## src/rtl/net_resolver_pkg.sv

```systemverilog
// Shared types and constants for the multi-driver net resolution engine.
package net_resolver_pkg;

  localparam int          MODE_W  = 3;
  localparam logic [15:0] CNT_SAT = 16'hFFFF;

  typedef enum logic [MODE_W-1:0] {
    MODE_WIRE   = 3'd0,
    MODE_WAND   = 3'd1,
    MODE_WOR    = 3'd2,
    MODE_TRI0   = 3'd3,
    MODE_TRI1   = 3'd4,
    MODE_TRIREG = 3'd5
  } net_mode_e;

  // Unassigned encodings fall back to plain wire resolution.
  function automatic net_mode_e decode_mode(input logic [MODE_W-1:0] raw);
    case (raw)
      3'd1:    return MODE_WAND;
      3'd2:    return MODE_WOR;
      3'd3:    return MODE_TRI0;
      3'd4:    return MODE_TRI1;
      3'd5:    return MODE_TRIREG;
      default: return MODE_WIRE;
    endcase
  endfunction

endpackage

```

## src/rtl/net_charge_cell.sv

```systemverilog
// One bit of trireg charge: retention counter plus the last driven value.
module net_charge_cell #(
  parameter int unsigned CHARGE_CYCLES = 3
) (
  input  logic clk,
  input  logic reset,
  input  logic clr_i,
  input  logic load_i,
  input  logic dec_i,
  input  logic val_i,
  output logic charged_o,
  output logic held_o
);

  localparam logic [7:0] CHARGE_INIT = 8'(CHARGE_CYCLES);

  logic [7:0] cnt_q, cnt_d, cnt_eff;
  logic       held_q, held_d;

  // Clear acts before evaluation, so a load on the same sample still wins.
  assign cnt_eff   = clr_i ? 8'd0 : cnt_q;
  assign charged_o = (cnt_eff != 8'd0);
  assign held_o    = held_q;

  always_comb begin
    // NOTE: every output of a combinational block gets a default first, so no path leaves it unassigned and infers a latch.
    cnt_d  = cnt_eff;
    held_d = held_q;
    if (load_i) begin
      cnt_d  = CHARGE_INIT;
      held_d = val_i;
    end else if (dec_i && charged_o) begin
      cnt_d = cnt_eff - 8'd1;
    end
  end

  always_ff @(posedge clk) begin
    // NOTE: sequential state uses non-blocking assignments so every register samples pre-edge values.
    if (reset) begin
      cnt_q  <= '0;
      held_q <= 1'b0;
    end else begin
      cnt_q  <= cnt_d;
      held_q <= held_d;
    end
  end

endmodule

```

## src/rtl/net_resolver.sv

```systemverilog
// Resolves N_DRV tristate drivers onto a WIDTH-bit net under a run-time
// selectable net type, with float flags and contention diagnostics.
module net_resolver
  import net_resolver_pkg::*;
#(
  parameter int WIDTH         = 8,
  parameter int N_DRV         = 4,
  parameter int CHARGE_CYCLES = 3
) (
  input  logic                              clk,
  input  logic                              reset,
  input  logic [MODE_W-1:0]                 mode,
  input  logic [N_DRV-1:0]                  drv_en,
  input  logic [N_DRV-1:0][WIDTH-1:0]       drv_data,
  output logic [WIDTH-1:0]                  net_out,
  output logic [WIDTH-1:0]                  net_z,
  output logic [WIDTH-1:0]                  contention,
  output logic [15:0]                       contention_count
);

  net_mode_e         mode_e;
  logic [MODE_W-1:0] mode_q;
  logic              mode_change;
  logic [WIDTH-1:0]  d1, d0;
  logic [WIDTH-1:0]  chg_clr, chg_load, chg_dec, charged, held;
  logic [WIDTH-1:0]  net_out_q, net_out_d, net_z_q, net_z_d, cont_q, cont_d;
  logic [15:0]       cnt_q, cnt_d;

  assign mode_e      = decode_mode(mode);
  assign mode_change = (mode != mode_q);

  always_comb begin
    d1 = '0;
    d0 = '0;
    for (int i = 0; i < N_DRV; i++) begin
      if (drv_en[i]) begin
        d1 = d1 | drv_data[i];
        d0 = d0 | ~drv_data[i];
      end
    end
  end

  // Charge only lives in trireg mode; any mode change drops it.
  always_comb begin
    chg_clr  = {WIDTH{mode_change || (mode_e != MODE_TRIREG)}};
    chg_load = '0;
    chg_dec  = '0;
    if (mode_e == MODE_TRIREG) begin
      chg_load = d1 ^ d0;
      chg_dec  = ~(d1 | d0);
    end
  end

  for (genvar b = 0; b < WIDTH; b++) begin : g_charge
    net_charge_cell #(.CHARGE_CYCLES(CHARGE_CYCLES)) u_cell (
      .clk       (clk),
      .reset     (reset),
      .clr_i     (chg_clr[b]),
      .load_i    (chg_load[b]),
      .dec_i     (chg_dec[b]),
      .val_i     (d1[b]),
      .charged_o (charged[b]),
      .held_o    (held[b])
    );
  end

  always_comb begin
    net_out_d = net_out_q;
    net_z_d   = net_z_q;
    cont_d    = '0;
    for (int b = 0; b < WIDTH; b++) begin
      if (d1[b] && d0[b]) begin
        if (mode_e == MODE_WAND) begin
          net_out_d[b] = 1'b0;
          net_z_d[b]   = 1'b0;
        end else if (mode_e == MODE_WOR) begin
          net_out_d[b] = 1'b1;
          net_z_d[b]   = 1'b0;
        end else begin
          cont_d[b] = 1'b1;   // value and float flag both hold
        end
      end else if (d1[b] || d0[b]) begin
        net_out_d[b] = d1[b];
        net_z_d[b]   = 1'b0;
      end else begin
        case (mode_e)
          MODE_TRI0: begin net_out_d[b] = 1'b0;     net_z_d[b] = 1'b0; end
          MODE_TRI1: begin net_out_d[b] = 1'b1;     net_z_d[b] = 1'b0; end
          MODE_TRIREG: begin
            net_out_d[b] = charged[b] & held[b];
            net_z_d[b]   = ~charged[b];
          end
          default:   begin net_out_d[b] = 1'b0;     net_z_d[b] = 1'b1; end
        endcase
      end
    end
  end

  always_comb begin
    cnt_d = cnt_q;
    if ((|cont_q) && (cnt_q != CNT_SAT)) cnt_d = cnt_q + 16'd1;
  end

  always_ff @(posedge clk) begin
    if (reset) begin
      mode_q    <= MODE_WIRE;
      net_out_q <= '0;
      net_z_q   <= '1;
      cont_q    <= '0;
      cnt_q     <= '0;
    end else begin
      mode_q    <= mode;
      net_out_q <= net_out_d;
      net_z_q   <= net_z_d;
      cont_q    <= cont_d;
      cnt_q     <= cnt_d;
    end
  end

  assign net_out          = net_out_q;
  assign net_z            = net_z_q;
  assign contention       = cont_q;
  assign contention_count = cnt_q;

endmodule

```

## config.mk

```make
export PLATFORM = sky130hd
export DESIGN_NAME = net_resolver
export DESIGN_NICKNAME = d
export VERILOG_FILES = /design/src/rtl/net_resolver_pkg.sv /design/src/rtl/net_charge_cell.sv /design/src/rtl/net_resolver.sv
export SDC_FILE = /design/constraint.sdc
export NUM_CORES = 1
export LEC_CHECK = 0
export ABC_AREA = 1
export CAP_MARGIN = 20
export CELL_PAD_IN_SITES_DETAIL_PLACEMENT = 1
export CELL_PAD_IN_SITES_GLOBAL_PLACEMENT = 1
export CORE_AREA = 8 8 135 137
export CTS_CLUSTER_DIAMETER = 100
export DETAILED_ROUTE_END_ITERATION = 7
export DIE_AREA = 0 0 143 145
export DONT_BUFFER_PORTS = 1
export PLACE_DENSITY_LB_ADDON = 0.1
export RECOVER_POWER = 25
export SLEW_MARGIN = 5
export SYNTH_ARGS = -nofsm -noshare
export SYNTH_HDL_FRONTEND = slang
export SYNTH_SLANG_ARGS = --single-unit
```

## constraint.sdc

```tcl
create_clock -name clk -period 3.1 [get_ports clk]
set_input_delay 0.62 -clock clk [delete_from_list [all_inputs] [get_ports clk]]
set_output_delay 0.62 -clock clk [all_outputs]
set_load 0.05 [all_outputs]
```

==> results.py, run 1 <==
metrics = {
    "floorplan": {
        "fp.dieArea_um2": 20700,
        "die_y_um": 145,
        "rows": 47,
        "io-pin-count": 81,
        "core_um2": 16200,
        "initial_core_util_pct": 44.1,
        "dieWidth_um": 143,
    },
    "sta": {
        "maxSlewHeadroom_pct": 43.4,
        "fin_tns_setup_ns": 0,
        "worst_slew_pin_slew_ns": 0.849,
        "max_freq_mhz": 402,
        "skew_ns": 0.00741,
        "drv_slew": 0,
        "post-route-min-period_ns": 2.49,
        "post-route-period-util_pct": 80.2,
        "setup_viol": 0,
        "timing_hold_violations_final": 0,
        "rsz0062_at_grt": "no",
    },
    "worst_setup_path": {
        "critPathTopFamily": "simple AND/OR/NAND/NOR gates",
        "rr_startpoint": "mode_q[1]",
        "crit_type": "flop to flop",
        "path_cells": "inv_1 > nand2_1 > nand2_1 > nor2_2 > nand2_4 > inv_2 > buf_12 > nand2_1 > ha_1 > inv_1 > nor3_1 > nand2_2 > nand3_4 > clkinv_4 > nand3b_1 > a21oi_1",
        "slowest_delay_ns": 0.33,
        "critPathMaxFanout": 28,
        "critPathArrivalTime_ns": 2.84,
        "cp-start-kind": "flop",
        "critPathMostFrequentCell": "nand2_1",
        "startpoint": "mode_q[1]",
        "cp_slowest_cell": "dfxtp_1",
        "required_ns": 3.45,
        "crit_buf_inv": 5,
        "cp-end-kind": "flop",
    },
    "detailed_routing": {
        "wire_per_inst_um": 16.3,
        "drt_wl_total_um": 21200,
        "vias_per_cell": 5.23,
        "drcViolationCount": 0,
        "drtPass1Iterations": 4,
        "ant_nets": 0,
        "drt-initial-drc-count": 248,
        "vias": 6831,
    },
    "logic_synthesis": {
        "yosysMostFrequentCell": "nand2_1",
        "yosysTopAreaCellShare_pct": 32.3,
        "synth_cells": 1059,
        "synth_area_per_cell_um2": 6.74,
        "synth_area_um2": 7140,
        "synth_warnings": 0,
        "yosys.area.top_type": "dfxtp_1",
        "ys_types": 40,
        "synth-async-reset-ratio_pct": 0,
        "synth_seq_cells": 115,
        "synth-edff-count": 0,
        "seq_area_frac_synth_pct": 32.3,
        "synth_area_leaders": "dfxtp_1 (32%), nand2_1 (12%), inv_1 (7.4%), a21oi_1 (6.8%), nor2_1 (6.3%)",
        "netlist_top_cells_count": "nand2_1 (234), inv_1 (141), nor2_1 (120)",
        "syn_nets": 1135,
        "synth_flop_cell": "dfxtp_1",
    },
    "global_route": {
        "grt_pass1_wl_um": 35700,
        "grt_max_degree": 47,
        "track_usage_pct": 21.2,
        "grt_pass1_vias": 7239,
        "antenna_found_initial": 0,
        "overflow": 0,
    },
    "hold_path": {
        "hp-class": "primary input to flop",
        "hp-start": "reset",
    },
    "clock_network": {
        "cts_sinks": 115,
        "clkLatencyLatePin_ns": 0.43,
        "cts_root_buffer": "clkbuf_16",
        "cts_tree": "yes",
        "cts_resized": 0,
        "cts_buffer_depth": 2,
        "post_cts_buffers": 0,
        "holdBufCountCts": 0,
        "path_clk_slew_ns": 0.06,
        "h-tree-depth": 4,
        "cts_made_buffers": 17,
    },
    "status": {
        "status": "complete, no violations",
    },
    "flow_run": {
        "maxCapViolCount": 0,
    },
    "pwr": {
        "combPwrFrac_pct": 8.2,
        "vdd_drop_max_mv": 0.410,
        "clkPwrFrac_pct": 50.6,
        "power_density_nw_per_um2": 519,
        "switching_share_pct": 27.9,
        "p_leak_nw": 3.34,
        "power_mw": 4.18,
        "seqPwrFrac_pct": 41.2,
        "p_switching_mw": 1.16,
        "internal-power_mw": 3.01,
    },
    "layout": {
        "drive_gt1_share_pct": 9.39,
        "layout.nets": 1149,
        "num_antenna_cells": 0,
        "area_growth_pct": 12.7,
        "post-route-util_pct": 49.7,
    },
    "placement": {
        "place.gp.congestion": 0.812,
        "portBuffers": 0,
        "post-dp-hpwl_um": 15500,
    },
}
worst reg2reg max path, stage by stage, from the launching register on:
cell,delay (ns)
dfxtp_1,0.33
inv_1,0.04
nand2_1,0.05
nand2_1,0.06
nor2_2,0.25
nand2_4,0.19
inv_2,0.19
buf_12,0.20
nand2_1,0.15
ha_1,0.20
inv_1,0.06
nor3_1,0.06
nand2_2,0.13
nand3_4,0.15
clkinv_4,0.12
nand3b_1,0.09
a21oi_1,0.16
layout by cell type, fill, tap and decap left out, types with 4 or more instances in the layout:
cell	instances
a21oi_1	97
a22oi_1	8
a31oi_1	8
buf_4	15
bufinv_16	4
clkbuf_1	7
clkbuf_16	17
clkinv_4	6
dfxtp_1	115
ha_1	35
inv_1	142
inv_2	9
nand2_1	234
nand2_2	6
nand3_1	49
nand3_2	4
nand3b_1	7
nand4_1	22
nor2_1	120
nor2_2	17
nor2_4	7
nor3_1	22
nor4_1	4
o211ai_1	5
o21ai_0	43
o21ai_1	7
o22ai_1	8
o31ai_1	6
xnor2_1	29
xor2_1	11
routing by layer:
metal | vias to the layer above | global-route usage (%) | part of all wire (%)
met5 | - | 0 | 0
met4 | 0 | 5.90 | 1.2
met3 | 21 | 7.02 | 6.0
met2 | 105 | 34.6 | 46
met1 | 3263 | 26.0 | 47
li1 | 3442 | - | -
flip-flops by register name, summed over array words and instances (netlist names):
| register | flops |
|---|---|
| net_out | 8 |
| contention | 8 |
| mode_q | 3 |
| contention_count | 16 |
| net_z | 8 |
| g_charge.u_cell.held_o | 8 |
| g_charge.u_cell.cnt_q | 64 |
final cells by class:
class                   instances  area, µm²
fillers                      2141       8130
inverters                     155        598
clock inverters                12        180
flip-flops and latches        115       2300
well taps                     220        275
clock buffers                  20        447
multi-input cells             763       4090
repair buffers                 21        151
logic make-up (layout without fill, tap and decap cells):
logic type	after synthesis	in the layout	share of synthesized area (%)
AO/OA/AOI/OAI	186	186	14.3
XOR/XNOR	40	40	4.91
adder cells (fa/ha/maj)	35	35	6.13
buffers and inverters	181	208	10.5
flip-flops	115	115	32.3
AND/OR/NAND/NOR	502	502	32.0
final timing paths:
check	to	slack (ns)	cells after the start
worst max-delay path	g_charge[3].u_cell.cnt_q[2]	0.61	16
worst min-delay path	g_charge[3].u_cell.cnt_q[0]	0.26	1
worst max register to register	g_charge[3].u_cell.cnt_q[2]	0.61	16
worst min register to register	g_charge[7].u_cell.held_o	0.47	2
through the flow:
step	hold WS, ns	worst slack (ns)	instance area (µm²)	std cells
floorplan	0.430	0.433	7140	1059
global placement	0.451	0.387	7430	1274
detailed placement	0.456	0.303	7430	1274
CTS	0.245	0.611	8060	1306
global route	0.243	0.365	8040	1306
finish	0.261	0.614	8040	1306
power by group through the flow:
stage | combinational (mW) | sequential, mW | clock, mW
global placement | 0.336 | 1.75 | 0
global route | 0.391 | 1.73 | 2.21
floorplan | 0.247 | 1.74 | 0
detailed placement | 0.340 | 1.75 | 0
finish | 0.343 | 1.72 | 2.11
CTS | 0.348 | 1.72 | 2.15
(Power assumes the default switching activity.)
==> run 2, diff against run 1 <==
- clock period: 3.1 -> 2.3 ns (I/O delays scaled with it)
==> run 2 against run 1 <==
  * Non-clock buffer count is 84 higher
  * Count of clock-buffer cells in the layout is 2 lower
  * Global-route usage grew 1.1 points
  * First-iteration DRC count rose by 34%
  * Sequential power rose by 31%
  * Worst hold slack got worse by 0.15 ns
  * Via count up 6.1%
  * Die area unchanged
  * Fmax grew 16%
==> results.py, run 2 (synthesis results as in run 1) <==
metrics = {
    "status": {
        "status": "complete, no violations",
    },
    "floorplan": {
        "core_um2": 16200,
        "fp.dieArea_um2": 20700,
        "dieWidth_um": 143,
        "initial_core_util_pct": 44.1,
        "rows": 47,
        "io-pin-count": 81,
        "die_y_um": 145,
    },
    "global_route": {
        "grt_max_degree": 47,
        "antenna_found_initial": 0,
        "grt_pass1_wl_um": 37700,
        "grt_pass1_vias": 7730,
        "track_usage_pct": 22.3,
        "overflow": 0,
    },
    "detailed_routing": {
        "vias": 7246,
        "drt_wl_total_um": 23100,
        "drt-initial-drc-count": 333,
        "drcViolationCount": 0,
        "vias_per_cell": 5.21,
        "drtPass1Iterations": 4,
        "ant_nets": 0,
        "wire_per_inst_um": 16.6,
    },
    "layout": {
        "drive_gt1_share_pct": 15.9,
        "layout.nets": 1234,
        "post-route-util_pct": 54.8,
        "final_common_cell": "nand2_1",
        "stdcell_area_um2": 8860,
        "top_register": "g_charge.u_cell.cnt_q",
        "largest_reg_flops": 64,
        "num_antenna_cells": 0,
        "area_growth_pct": 24.1,
        "final_cell_mix": "nand2_1 (232), inv_1 (137), nor2_1 (115), dfxtp_1 (115), a21oi_1 (96)",
    },
    "worst_setup_path": {
        "cp_slowest_cell": "dfxtp_1",
        "critPathTopFamily": "simple AND/OR/NAND/NOR gates",
        "critPathArrivalTime_ns": 2.43,
        "crit_type": "flop to flop",
        "critPathMostFrequentCell": "nand2_1",
        "critPathMaxFanout": 16,
        "cp-end-kind": "flop",
        "path_cells": "inv_1 > nand2_1 > nand2_1 > nor2_4 > nand2_8 > buf_16 > nor2_4 > inv_2 > ha_1 > inv_1 > nor3_2 > nand2_2 > nand3_4 > buf_4 > nand2_1 > a21oi_1",
        "slowest_delay_ns": 0.33,
        "required_ns": 2.60,
        "cp-start-kind": "flop",
        "crit_buf_inv": 5,
    },
    "placement": {
        "place_area_um2": 8090,
        "post-dp-hpwl_um": 16400,
        "place.gp.congestion": 0.820,
        "portBuffers": 0,
        "dp_slack_ns": -0.0718,
    },
    "clock_network": {
        "clkLatencyLatePin_ns": 0.42,
        "path_clk_slew_ns": 0.06,
        "h-tree-depth": 4,
        "cts_tree": "yes",
        "holdBufCountCts": 0,
        "cts_sinks": 115,
        "cts_buffer_depth": 2,
        "cts_root_buffer": "clkbuf_16",
        "cts_made_buffers": 17,
    },
    "sta": {
        "post-route-min-period_ns": 2.14,
        "setup_viol": 0,
        "skew_ns": 0.00727,
        "timing_hold_violations_final": 0,
        "fin_ws_ns": 0.162,
        "rsz0062_at_grt": "yes",
        "post-route-period-util_pct": 93.0,
        "maxSlewHeadroom_pct": 43.6,
        "drv_slew": 0,
        "max_freq_mhz": 468,
        "worst_slew_pin_slew_ns": 0.845,
    },
    "pwr": {
        "vdd_drop_max_mv": 0.492,
        "power_mw": 6.09,
        "power_density_nw_per_um2": 688,
        "p_leak_nw": 3.73,
    },
    "hold_path": {
        "hp-class": "primary input to flop",
    },
    "flow_run": {
        "maxCapViolCount": 0,
    },
}
run 2: path summary, 6_finish.rpt:
kind	startpoint	end	slack [ns]	cells after the start
setup / recovery	mode_q[1]	g_charge[1].u_cell.cnt_q[3]	0.16	16
hold / removal	reset	net_out[5]	0.11	1
setup reg to reg	mode_q[1]	g_charge[1].u_cell.cnt_q[3]	0.16	16
hold reg to reg	g_charge[7].u_cell.held_o	g_charge[7].u_cell.held_o	0.45	2
run 2: per-stage QoR:
| stage | hold slack (ns) | std cells | setup TNS, ns |
|---|---|---|---|
| 3_5_place_dp | 0.446 | 1349 | -0.131 |
| 6_report | 0.113 | 1391 | 0 |
| 2_1_floorplan | 0.430 | 1059 | 0 |
| 3_3_place_gp | 0.444 | 1349 | -0.0163 |
| 4_1_cts | 0.0916 | 1381 | 0 |
| 5_1_grt | 0.0923 | 1391 | -0.106 |
run 2: final cells by class:
type,instances,area [µm²]
clock buffer,18,429
fill,2118,7320
sequential,115,2300
multi-input combinational,764,4190
inverter,155,626
timing repair buffer,105,752
tap,220,275
clock inverter,14,283
run 2: metal layers:
layer | up-vias | wire length, µm | global-route usage [%] | share of wire [%]
li1 | 3625 | - | - | -
met1 | 3472 | 10300 | 26.6 | 45
met2 | 128 | 11200 | 37.7 | 49
met3 | 21 | 1290 | 6.40 | 5.6
met4 | 0 | 269 | 6.86 | 1.2
met5 | - | 0 | 0 | 0
run 2: what timing repair did:
item / in CTS / in global routing
endpoints found under the setup margin: 0 / 48
setup buffers: 0 / 8
resized for setup: 0 / 17
run 2: power breakdown:
group / leakage, nW / total, mW / internal (mW) / switching [mW]
Combinational: 2.46 / 0.579 / 0.178 / 0.401
Clock: 0.340 / 3.27 / 2.25 / 1.02
Sequential: 0.935 / 2.25 / 2.07 / 0.181
Total: 3.73 / 6.09 / 4.49 / 1.60
